File: config.mk
export PLATFORM = sky130hd
export DESIGN_NAME = pipeline_stall_unit
export DESIGN_NICKNAME = d
export VERILOG_FILES = /design/src/rtl/pipeline_stall_unit_pkg.sv /design/src/rtl/pipeline_stall_unit_md_cycle_counter.sv /design/src/rtl/pipeline_stall_unit.sv
export SDC_FILE = /design/constraint.sdc
export NUM_CORES = 1
export LEC_CHECK = 0
export ABC_AREA = 1
export CAP_MARGIN = 30
export CORE_MARGIN = 2
export CORE_UTILIZATION = 45
export DETAILED_ROUTE_END_ITERATION = 16
export PLACE_DENSITY = 0.73
export SYNTH_ARGS = -nofsm -noshare
export SYNTH_HDL_FRONTEND = slang
export SYNTH_HIERARCHICAL = 1
export SYNTH_SLANG_ARGS = --single-unit
File: constraint.sdc
create_clock -name clk -period 1.69 [get_ports clk]
set_clock_uncertainty 0.2 [all_clocks]
set_input_delay 0.4225 -clock clk [delete_from_list [all_inputs] [get_ports clk]]
set_output_delay 0.4225 -clock clk [all_outputs]
set_load 0.03 [all_outputs]
File: src/rtl/pipeline_stall_unit_pkg.sv
// pipeline_stall_unit_pkg: shared core pipeline state encoding and stage indices
package pipeline_stall_unit_pkg;
    typedef enum logic [1:0] {
        RUN       = 2'd0,
        MD_WAIT   = 2'd1,
        EXC_FLUSH = 2'd2,
        HALT      = 2'd3
    } state_e;
    localparam int STG_IF  = 0;
    localparam int STG_ID  = 1;
    localparam int STG_EXE = 2;
    localparam int STG_MEM = 3;
    localparam int STG_WB  = 4;
    localparam int CNT_W   = 8;
endpackage

File: src/rtl/pipeline_stall_unit_md_cycle_counter.sv
// md_cycle_counter: loadable non-wrapping down counter for multi-cycle EXE operations
module md_cycle_counter
    import pipeline_stall_unit_pkg::*;
(
    input  logic             clk,
    input  logic             reset,
    input  logic             clr_i,
    input  logic             load_i,
    input  logic [CNT_W-1:0] load_val_i,
    input  logic             dec_i,
    output logic             zero_o
);
    logic [CNT_W-1:0] cnt_q, cnt_d;
    always_comb begin
        cnt_d = clr_i ? '0 : load_i ? load_val_i : (dec_i && cnt_q != '0) ? cnt_q - 1'b1 : cnt_q;
    end
    always_ff @(posedge clk) begin
        if (reset) cnt_q <= '0;
        else       cnt_q <= cnt_d;
    end
    assign zero_o = cnt_q == '0;
endmodule

File: src/rtl/pipeline_stall_unit.sv
// pipeline_stall_unit: pipeline register enables/flushes for hazards, multi-cycle EXE and traps
module pipeline_stall_unit
    import pipeline_stall_unit_pkg::*;
#(
    parameter int MUL_CYCLES = 4,
    parameter int DIV_CYCLES = 33
) (
    input  logic clk,
    input  logic reset,
    input  logic ena,
    input  logic load_use_hazard,
    input  logic branch_taken,
    input  logic md_start,
    input  logic md_is_div,
    input  logic exception_req,
    output logic pc_ena,
    output logic if_id_ena,
    output logic id_exe_ena,
    output logic exe_mem_ena,
    output logic mem_wb_ena,
    output logic if_id_flush,
    output logic id_exe_flush,
    output logic exe_mem_flush,
    output logic md_busy,
    output logic stall_active
);
    state_e           state_q, state_d;
    logic [2:0]       fill_q, fill_d;
    logic             run, in_run, in_md, in_exc, start, br, luh, front, cnt_zero;
    logic [CNT_W-1:0] cnt_load_val;

    assign run    = ena & ~reset;
    assign in_run = state_q == RUN;
    assign in_md  = state_q == MD_WAIT;
    assign in_exc = state_q == EXC_FLUSH;
    // RUN-state priority: exception > md_start > branch > load-use
    assign start  = in_run & md_start & ~exception_req;
    assign br     = in_run & branch_taken & ~md_start & ~exception_req;
    assign luh    = in_run & load_use_hazard & ~branch_taken & ~md_start & ~exception_req;
    assign front  = run & (in_exc | (in_run & ~start & ~luh));

    assign cnt_load_val = md_is_div ? CNT_W'(DIV_CYCLES - 2) : CNT_W'(MUL_CYCLES - 2);

    md_cycle_counter u_cnt (
        .clk        (clk),
        .reset      (reset),
        .clr_i      (exception_req),
        .load_i     (start & ena),
        .load_val_i (cnt_load_val),
        .dec_i      (in_md & ena),
        .zero_o     (cnt_zero)
    );

    always_comb begin
        state_d = exception_req ? EXC_FLUSH :
                  in_run        ? (!ena ? HALT : md_start ? MD_WAIT : RUN) :
                  in_md         ? ((ena && cnt_zero) ? RUN : MD_WAIT) :
                  in_exc        ? RUN :
                  ena           ? RUN : HALT;
        fill_d  = ena ? {fill_q[1:0], 1'b1} : fill_q;
    end

    always_ff @(posedge clk) begin
        if (reset) begin
            state_q <= RUN;
            fill_q  <= '0;
        end else begin
            state_q <= state_d;
            fill_q  <= fill_d;
        end
    end

    assign pc_ena        = front;
    assign if_id_ena     = front;
    assign id_exe_ena    = run & fill_q[STG_ID-1] & (in_exc | (in_run & ~start));
    assign exe_mem_ena   = run & fill_q[STG_EXE-1] & (in_exc | (in_run & ~start) | (in_md & cnt_zero));
    assign mem_wb_ena    = run & fill_q[STG_MEM-1] & (state_q != HALT);
    assign if_id_flush   = run & (in_exc | br);
    assign id_exe_flush  = run & (in_exc | br | luh);
    assign exe_mem_flush = run & in_exc;
    assign md_busy       = ~reset & in_md;
    assign stall_active  = run & ~(pc_ena & if_id_ena);
endmodule

==> results of run 1 <==
cell usage after synthesis (2+ instances only):
library cell / n / area, µm²
ha_1: 2 / 25.0
conb_1: 2 / 7.51
o21ai_0: 5 / 25.0
nand4_1: 3 / 18.8
nand2_2: 4 / 25.0
o21bai_1: 2 / 15.0
nor3_1: 2 / 10.0
inv_1: 18 / 67.6
a21oi_1: 7 / 35.0
dfxtp_1: 13 / 260
nor2_1: 27 / 101
o21ai_1: 2 / 10.0
inv_2: 4 / 15.0
nand3_1: 18 / 90.1
nand2_1: 39 / 146
nand2_4: 2 / 22.5
flip-flops by register name, indices dropped and copies added, names as in the netlist:
| signal | flops |
|---|---|
| fill_q | 3 |
| u_cnt/cnt_q | 8 |
| state_q | 2 |
timing repair:
item / 4_1_cts / 5_1_grt
hold endpoints to repair: 0 / 0
pin swaps: 20 / 26
resized for setup: 64 / 40
setup buffers: 6 / 10
setup endpoints to repair: 18 / 18
how the worst max path moves through the flow:
| stage | from | depth (start not counted) | endpoint | slack, ns |
|---|---|---|---|---|
| floorplan | ena | 4 | mem_wb_ena | -0.1 |
| global placement | ena | 6 | id_exe_ena | -0.50 |
| detailed placement | ena | 6 | id_exe_ena | -0.51 |
| CTS | u_cnt/cnt_q[1] | 7 | exe_mem_ena | -0.35 |
| global route | u_cnt/cnt_q[5] | 6 | exe_mem_ena | -0.42 |
| finish | u_cnt/cnt_q[5] | 6 | exe_mem_ena | -0.38 |
per-layer routing:
metal  wire length (µm)  GRT usage, %  vias to the layer above  part of all wire, %
li1                   -             -                      630                    -
met1               1530          29.7                      641                   36
met2               2110          52.9                       91                   50
met3                337          4.85                       29                  8.0
met4                233          11.1                        0                  5.5
met5                  0             0                        -                    0
power groups by stage:
stage          clock network, mW  registers (mW)  logic, mW
2_1_floorplan                  0           0.334      0.140
3_3_place_gp                   0           0.333      0.235
3_5_place_dp                   0           0.333      0.240
4_1_cts                    0.201           0.327      0.283
5_1_grt                    0.218           0.331      0.384
6_report                   0.201           0.330      0.363
worst min-delay path, delay by kind of cell:
kind | cells | cell delay [ns]
AO/OA/AOI/OAI | 1 | 0.06
buffers and inverters | 2 | 0.18
cells by family (layout without fill, tap and decap cells):
family,Yosys count,in the layout
XOR/XNOR,1,1
adder cells (fa/ha/maj),2,2
AO/OA/AOI/OAI,19,19
other,2,4
buffers and inverters,25,86
flip-flops,13,13
AND/OR/NAND/NOR,98,98
layout by cell type, fill, tap and decap left out, types with 3 or more instances in the layout:
| cell | count |
|---|---|
| a21oi_2 | 3 |
| inv_4 | 4 |
| nor2_1 | 17 |
| buf_2 | 3 |
| buf_6 | 17 |
| o21ai_0 | 4 |
| nand3_2 | 7 |
| clkbuf_4 | 3 |
| inv_2 | 6 |
| inv_1 | 11 |
| a21oi_1 | 3 |
| conb_1 | 4 |
| nand3_1 | 9 |
| nor2_4 | 8 |
| nand2_4 | 5 |
| nand4_1 | 3 |
| nor2_2 | 4 |
| buf_4 | 36 |
| nand2_1 | 30 |
| dfxtp_1 | 9 |
| nand2_2 | 8 |
area by class of cell:
cell class	count	area [µm²]
clock buffer	4	26.3
timing repair buffer	59	510
sequential	13	270
tap	27	33.8
multi-input combinational	124	863
inverter	23	109
fill	76	169
==> impl_metrics.csv, run 1 <==
group,metric,value,unit
outcome,status,"finished, violations left",
outcome,violations,"setup timing",
finish,layout-drive-gt1-share,55.2,%
timing,final-hold-violation-count,0,
finish,final_cells,250,
placed_design,placed_area,1400,µm²
floorplan,core-area,1980,µm²
critical_path,rr_startpoint,"u_cnt/cnt_q[0]",
global_routing,grt_max_degree,10,
critical_path,crit_type,"reg -> out",
timing,finalCritPeriodShare,123,%
power,ir_worst_vdd,0.000513,V
critical_path,r2r_slack,-0.21,ns
critical_path,required,1.07,ns
clock_network,clk_pin_slew,0.09,ns
critical_path,crit_buf_inv,1,
logic_synthesis,ys_seq_elements,13,
power,total_power,0.894,mW
drt,postRouteAntennaNets,0,
finish,fin_area,1810,µm²
clock_network,worst_skew_pair.late_latency,0.28,ns
logic_synthesis,yosysWarnings,6,
timing,fin_setup_tns,-2.99,ns
min_path,whs_path_depth,3,
finish,final_util,91.5,%
finish,nNetsFinal,234,
clock_network,root_buffer,"clkbuf_4",
logic_synthesis,synth-compound-area-share,11.4,%
critical_path,max_stage_delay,0.33,ns
global_routing,grt_pass1_vias,1160,
timing,rsz0062_at_grt,"true",
clock_network,htree_levels,1,
logic_synthesis,synth_ff_type,"dfxtp_1",
floorplan,row_count,16,
drt,vias,1391,
finish,area_growth,90.7,%
clock_network,postCtsHoldBufs,0,
drt,vias_per_cell,5.56,
logic_synthesis,synth.distinct_cells,26,
global_routing,grt_overflow,0,
power,netSwitchingPower,0.328,mW
timing,period_needed,2.07,ns
critical_path,end_kind,"output pin",
power,intPower,0.566,mW
power,p_leak,0.832,nW
drt,drt-total-wl,4210,µm
logic_synthesis,synthAdderAreaFrac,2.63,%
timing,setup_viol,18,
drt,wl_per_cell,16.8,µm
placed_design,gp_congestion,0.826,
logic_synthesis,syn_area_per_cell,5.94,µm²
floorplan,die_y,50.0,µm
clock_network,cts.sinks,13,
power,switching_share,36.7,%
finish,num_antenna_cells,0,
min_path,hp-class,"in -> reg",
power,share_comb_of_total_power,40.6,%
logic_synthesis,synth_area,951,µm²
placed_design,dp_hpwl,2080,µm
global_routing,track_usage,27.8,%
clock_network,cts_buffer_depth,2,
logic_synthesis,synth_edf_count,0,
power,power_density,493,nW/µm²
drt,drtPass1Iterations,4,
logic_synthesis,synth_seq_area_share,27.4,%
placed_design,io_buffer_count,17,
drt,drc,0,
floorplan,start_util,48.0,%
critical_path,crit_slowest_cell,"dfxtp_1",
logic_synthesis,synth_cells,160,
floorplan,io-pin-count,18,
critical_path,rr_worst_depth,12,
min_path,hold_end,"fill_q[2]",
run,maxCapViolations,0,
drt,drtIter0Drc,57,
logic_synthesis,async_flop_share,0,%
clock_network,cts_tree,"yes",
placed_design,post-place-ws,-0.508,ns
min_path,hold_path_startpoint,"ena",
timing,max_freq,483,MHz
global_routing,antenna_found_initial,0,
clock_network,cts_buffers,3,
power,pwr-share-clk,22.5,%
logic_synthesis,muxShareOfSynthArea,0,%
floorplan,dieWidth,50.0,µm
logic_synthesis,synthSimpleGateAreaFrac,46.1,%
critical_path,crit_family,"simple AND/OR/NAND/NOR gates",
floorplan,die-area,2500,µm²
critical_path,arrival,1.45,ns
timing,finalWorstSetupSlack,-0.381,ns
timing,finalMaxSlewViolations,0,
global_routing,grt_pass1_wl,5290,µm
critical_path,worstPathCellList,"nor2_2 -> nand2_2 -> nor2_4 -> nand3_2 -> a21oi_4 -> buf_6",
timing,hold-worst-slack,0.218,ns
logic_synthesis,synth_xor_area_share,0.921,%
critical_path,worstReg2RegEnd,"u_cnt/cnt_q[0]",
power,seq_power_share,36.9,%
critical_path,cp-start-kind,"flop",
logic_synthesis,synth_top_family_by_area,"simple AND/OR/NAND/NOR gates",
critical_path,worst-path-max-fanout,3,
placed_design,dp_cells,232,
Power figures use the tool's default switching activity.
==> run 2, diff against run 1 <==
Settings changed: CORE_MARGIN 2 to 8.
==> impl_metrics.csv, run 2 (synthesis results as in run 1) <==
group,metric,value,unit
outcome,status,"finished, violations left",
outcome,violations,"setup timing",
timing,setup_viol,18,
global_routing,grt_pass1_wl,5820,µm
drt,drc,0,
clock_network,cts_buffers,3,
floorplan,die-area,3840,µm²
global_routing,grtUsageMet2,37.3,%
global_routing,grt_util_met1,21.4,%
clock_network,cts.sinks,13,
critical_path,worst-path-max-fanout,5,
floorplan,core-area,1980,µm²
finish,num_antenna_cells,0,
finish,nNetsFinal,237,
clock_network,cts_tree,"yes",
floorplan,row_count,16,
clock_network,clk_pin_slew,0.10,ns
power,power_density,514,nW/µm²
timing,finalWorstSetupSlack,-0.406,ns
global_routing,busiest_layer,"met2",
run,maxCapViolations,0,
floorplan,io-pin-count,18,
placed_design,gp_congestion,0.825,
global_routing,antenna_found_initial,0,
critical_path,cp-start-kind,"flop",
min_path,hp-class,"in -> reg",
placed_design,io_buffer_count,17,
global_routing,grt_pass1_vias,1235,
floorplan,die_y,62.0,µm
min_path,hold_path_startpoint,"ena",
drt,drtPass1Iterations,5,
clock_network,root_buffer,"clkbuf_4",
clock_network,htree_levels,1,
global_routing,track_usage,20.5,%
clock_network,cts_buffer_depth,2,
timing,final-hold-violation-count,0,
finish,area_growth,100,%
min_path,hold_end,"fill_q[2]",
critical_path,r2r_slack,-0.21,ns
power,ir_worst_vdd,0.000510,V
global_routing,grt_overflow,0,
timing,max_freq,477,MHz
global_routing,grt_max_degree,10,
floorplan,dieWidth,62.0,µm
drt,postRouteAntennaNets,0,
critical_path,worstReg2RegEnd,"u_cnt/cnt_q[5]",
global_routing,use_met3,4.73,%
drt,vias,1617,
drt,drt-total-wl,5990,µm
finish,final_common_cell,"buf_4",
clock_network,worst_skew_pair.late_latency,0.30,ns
critical_path,rr_startpoint,"u_cnt/cnt_q[1]",
drt,vias_per_cell,6.39,
timing,finalCritPeriodShare,124,%
finish,final_cells,253,
power,p_leak,0.859,nW
critical_path,rr_worst_depth,8,
critical_path,required,1.07,ns
critical_path,crit_type,"reg -> out",
drt,drtIter0Drc,203,
finish,largest_register_ffs,8,
finish,layout-drive-gt1-share,55.8,%
finish,fillCellCount,38,
clock_network,postCtsHoldBufs,0,
drt,wl_per_cell,23.7,µm
placed_design,dp_cells,233,
finish,final_util,96.1,%
finish,reg.largest.list,"u_cnt/cnt_q: 8 flops, fill_q: 3 flops, state_q: 2 flops",
placed_design,dp_hpwl,2270,µm
critical_path,end_kind,"output pin",
finish,top_register,"u_cnt/cnt_q",
critical_path,arrival,1.47,ns
timing,rsz0062_at_grt,"true",
timing,period_needed,2.10,ns
timing,finalMaxSlewViolations,0,
floorplan,start_util,48.0,%
min_path,whs_path_depth,3,
finish,mostFrequentLayoutCells,"buf_4, nand2_1, buf_6, nor2_1, nor2_4",
run 2: repair_timing:
item | in CTS | in global routing
setup endpoints to repair | 18 | 18
buffers inserted | 10 | 9
pin swaps | 22 | 31
gates resized for setup | 71 | 45
run 2: layer usage:
layer / wire length (µm) / vias to the layer above / share of wire [%]
met3: 754 / 77 / 13
met4: 512 / 0 / 8.6
met2: 2650 / 184 / 44
met5: 0 / - / 0
met1: 2070 / 713 / 35
li1: - / 643 / -
run 2: through the flow:
stage | setup TNS [ns] | power [mW] | instance area [µm²] | hold WS (ns) | setup WS [ns]
global placement | -7.65 | 0.570 | 1410 | 0.280 | -0.500
CTS | -1.66 | 0.843 | 1680 | 0.251 | -0.323
global route | -4.25 | 1.02 | 1910 | 0.280 | -0.494
detailed placement | -8.04 | 0.577 | 1410 | 0.289 | -0.539
floorplan | -0.190 | 0.475 | 1030 | 0.252 | -0.0998
finish | -3.59 | 0.980 | 1910 | 0.315 | -0.406
run 2: area by class of cell:
type                            count  area [µm²]  area share, %
Clock buffer                        4        26.3           1.38
Inverter                           23         111           5.84
Multi-Input combinational cell    124         912           47.9
Sequential cell                    13         269           14.1
Tap cell                           27        33.8           1.77
Timing Repair Buffer               62         553           29.0
run 2: worst max path at each step:
stage                         from  slack (ns)           to  cells after the start
finish              u_cnt/cnt_q[3]       -0.41  exe_mem_ena                      6
global route            state_q[0]       -0.49       pc_ena                      6
CTS                 u_cnt/cnt_q[1]       -0.32  exe_mem_ena                      7
detailed placement   exception_req       -0.54  exe_mem_ena                      6
global placement               ena       -0.50   id_exe_ena                      6
floorplan                      ena        -0.1   mem_wb_ena                      4
run 2: power by group:
group          total [mW]  switching, mW  internal (mW)
Clock               0.217          0.125         0.0919
Combinational       0.435          0.254          0.181
Sequential          0.328         0.0125          0.316
run 2: worst max-delay path: stages, from the launching register on:
cell	delay, ns
dfxtp_1	0.34
nor2_4	0.21
nand2_2	0.11
nor2_4	0.13
nand3_2	0.10
a21oi_4	0.15
buf_6	0.15
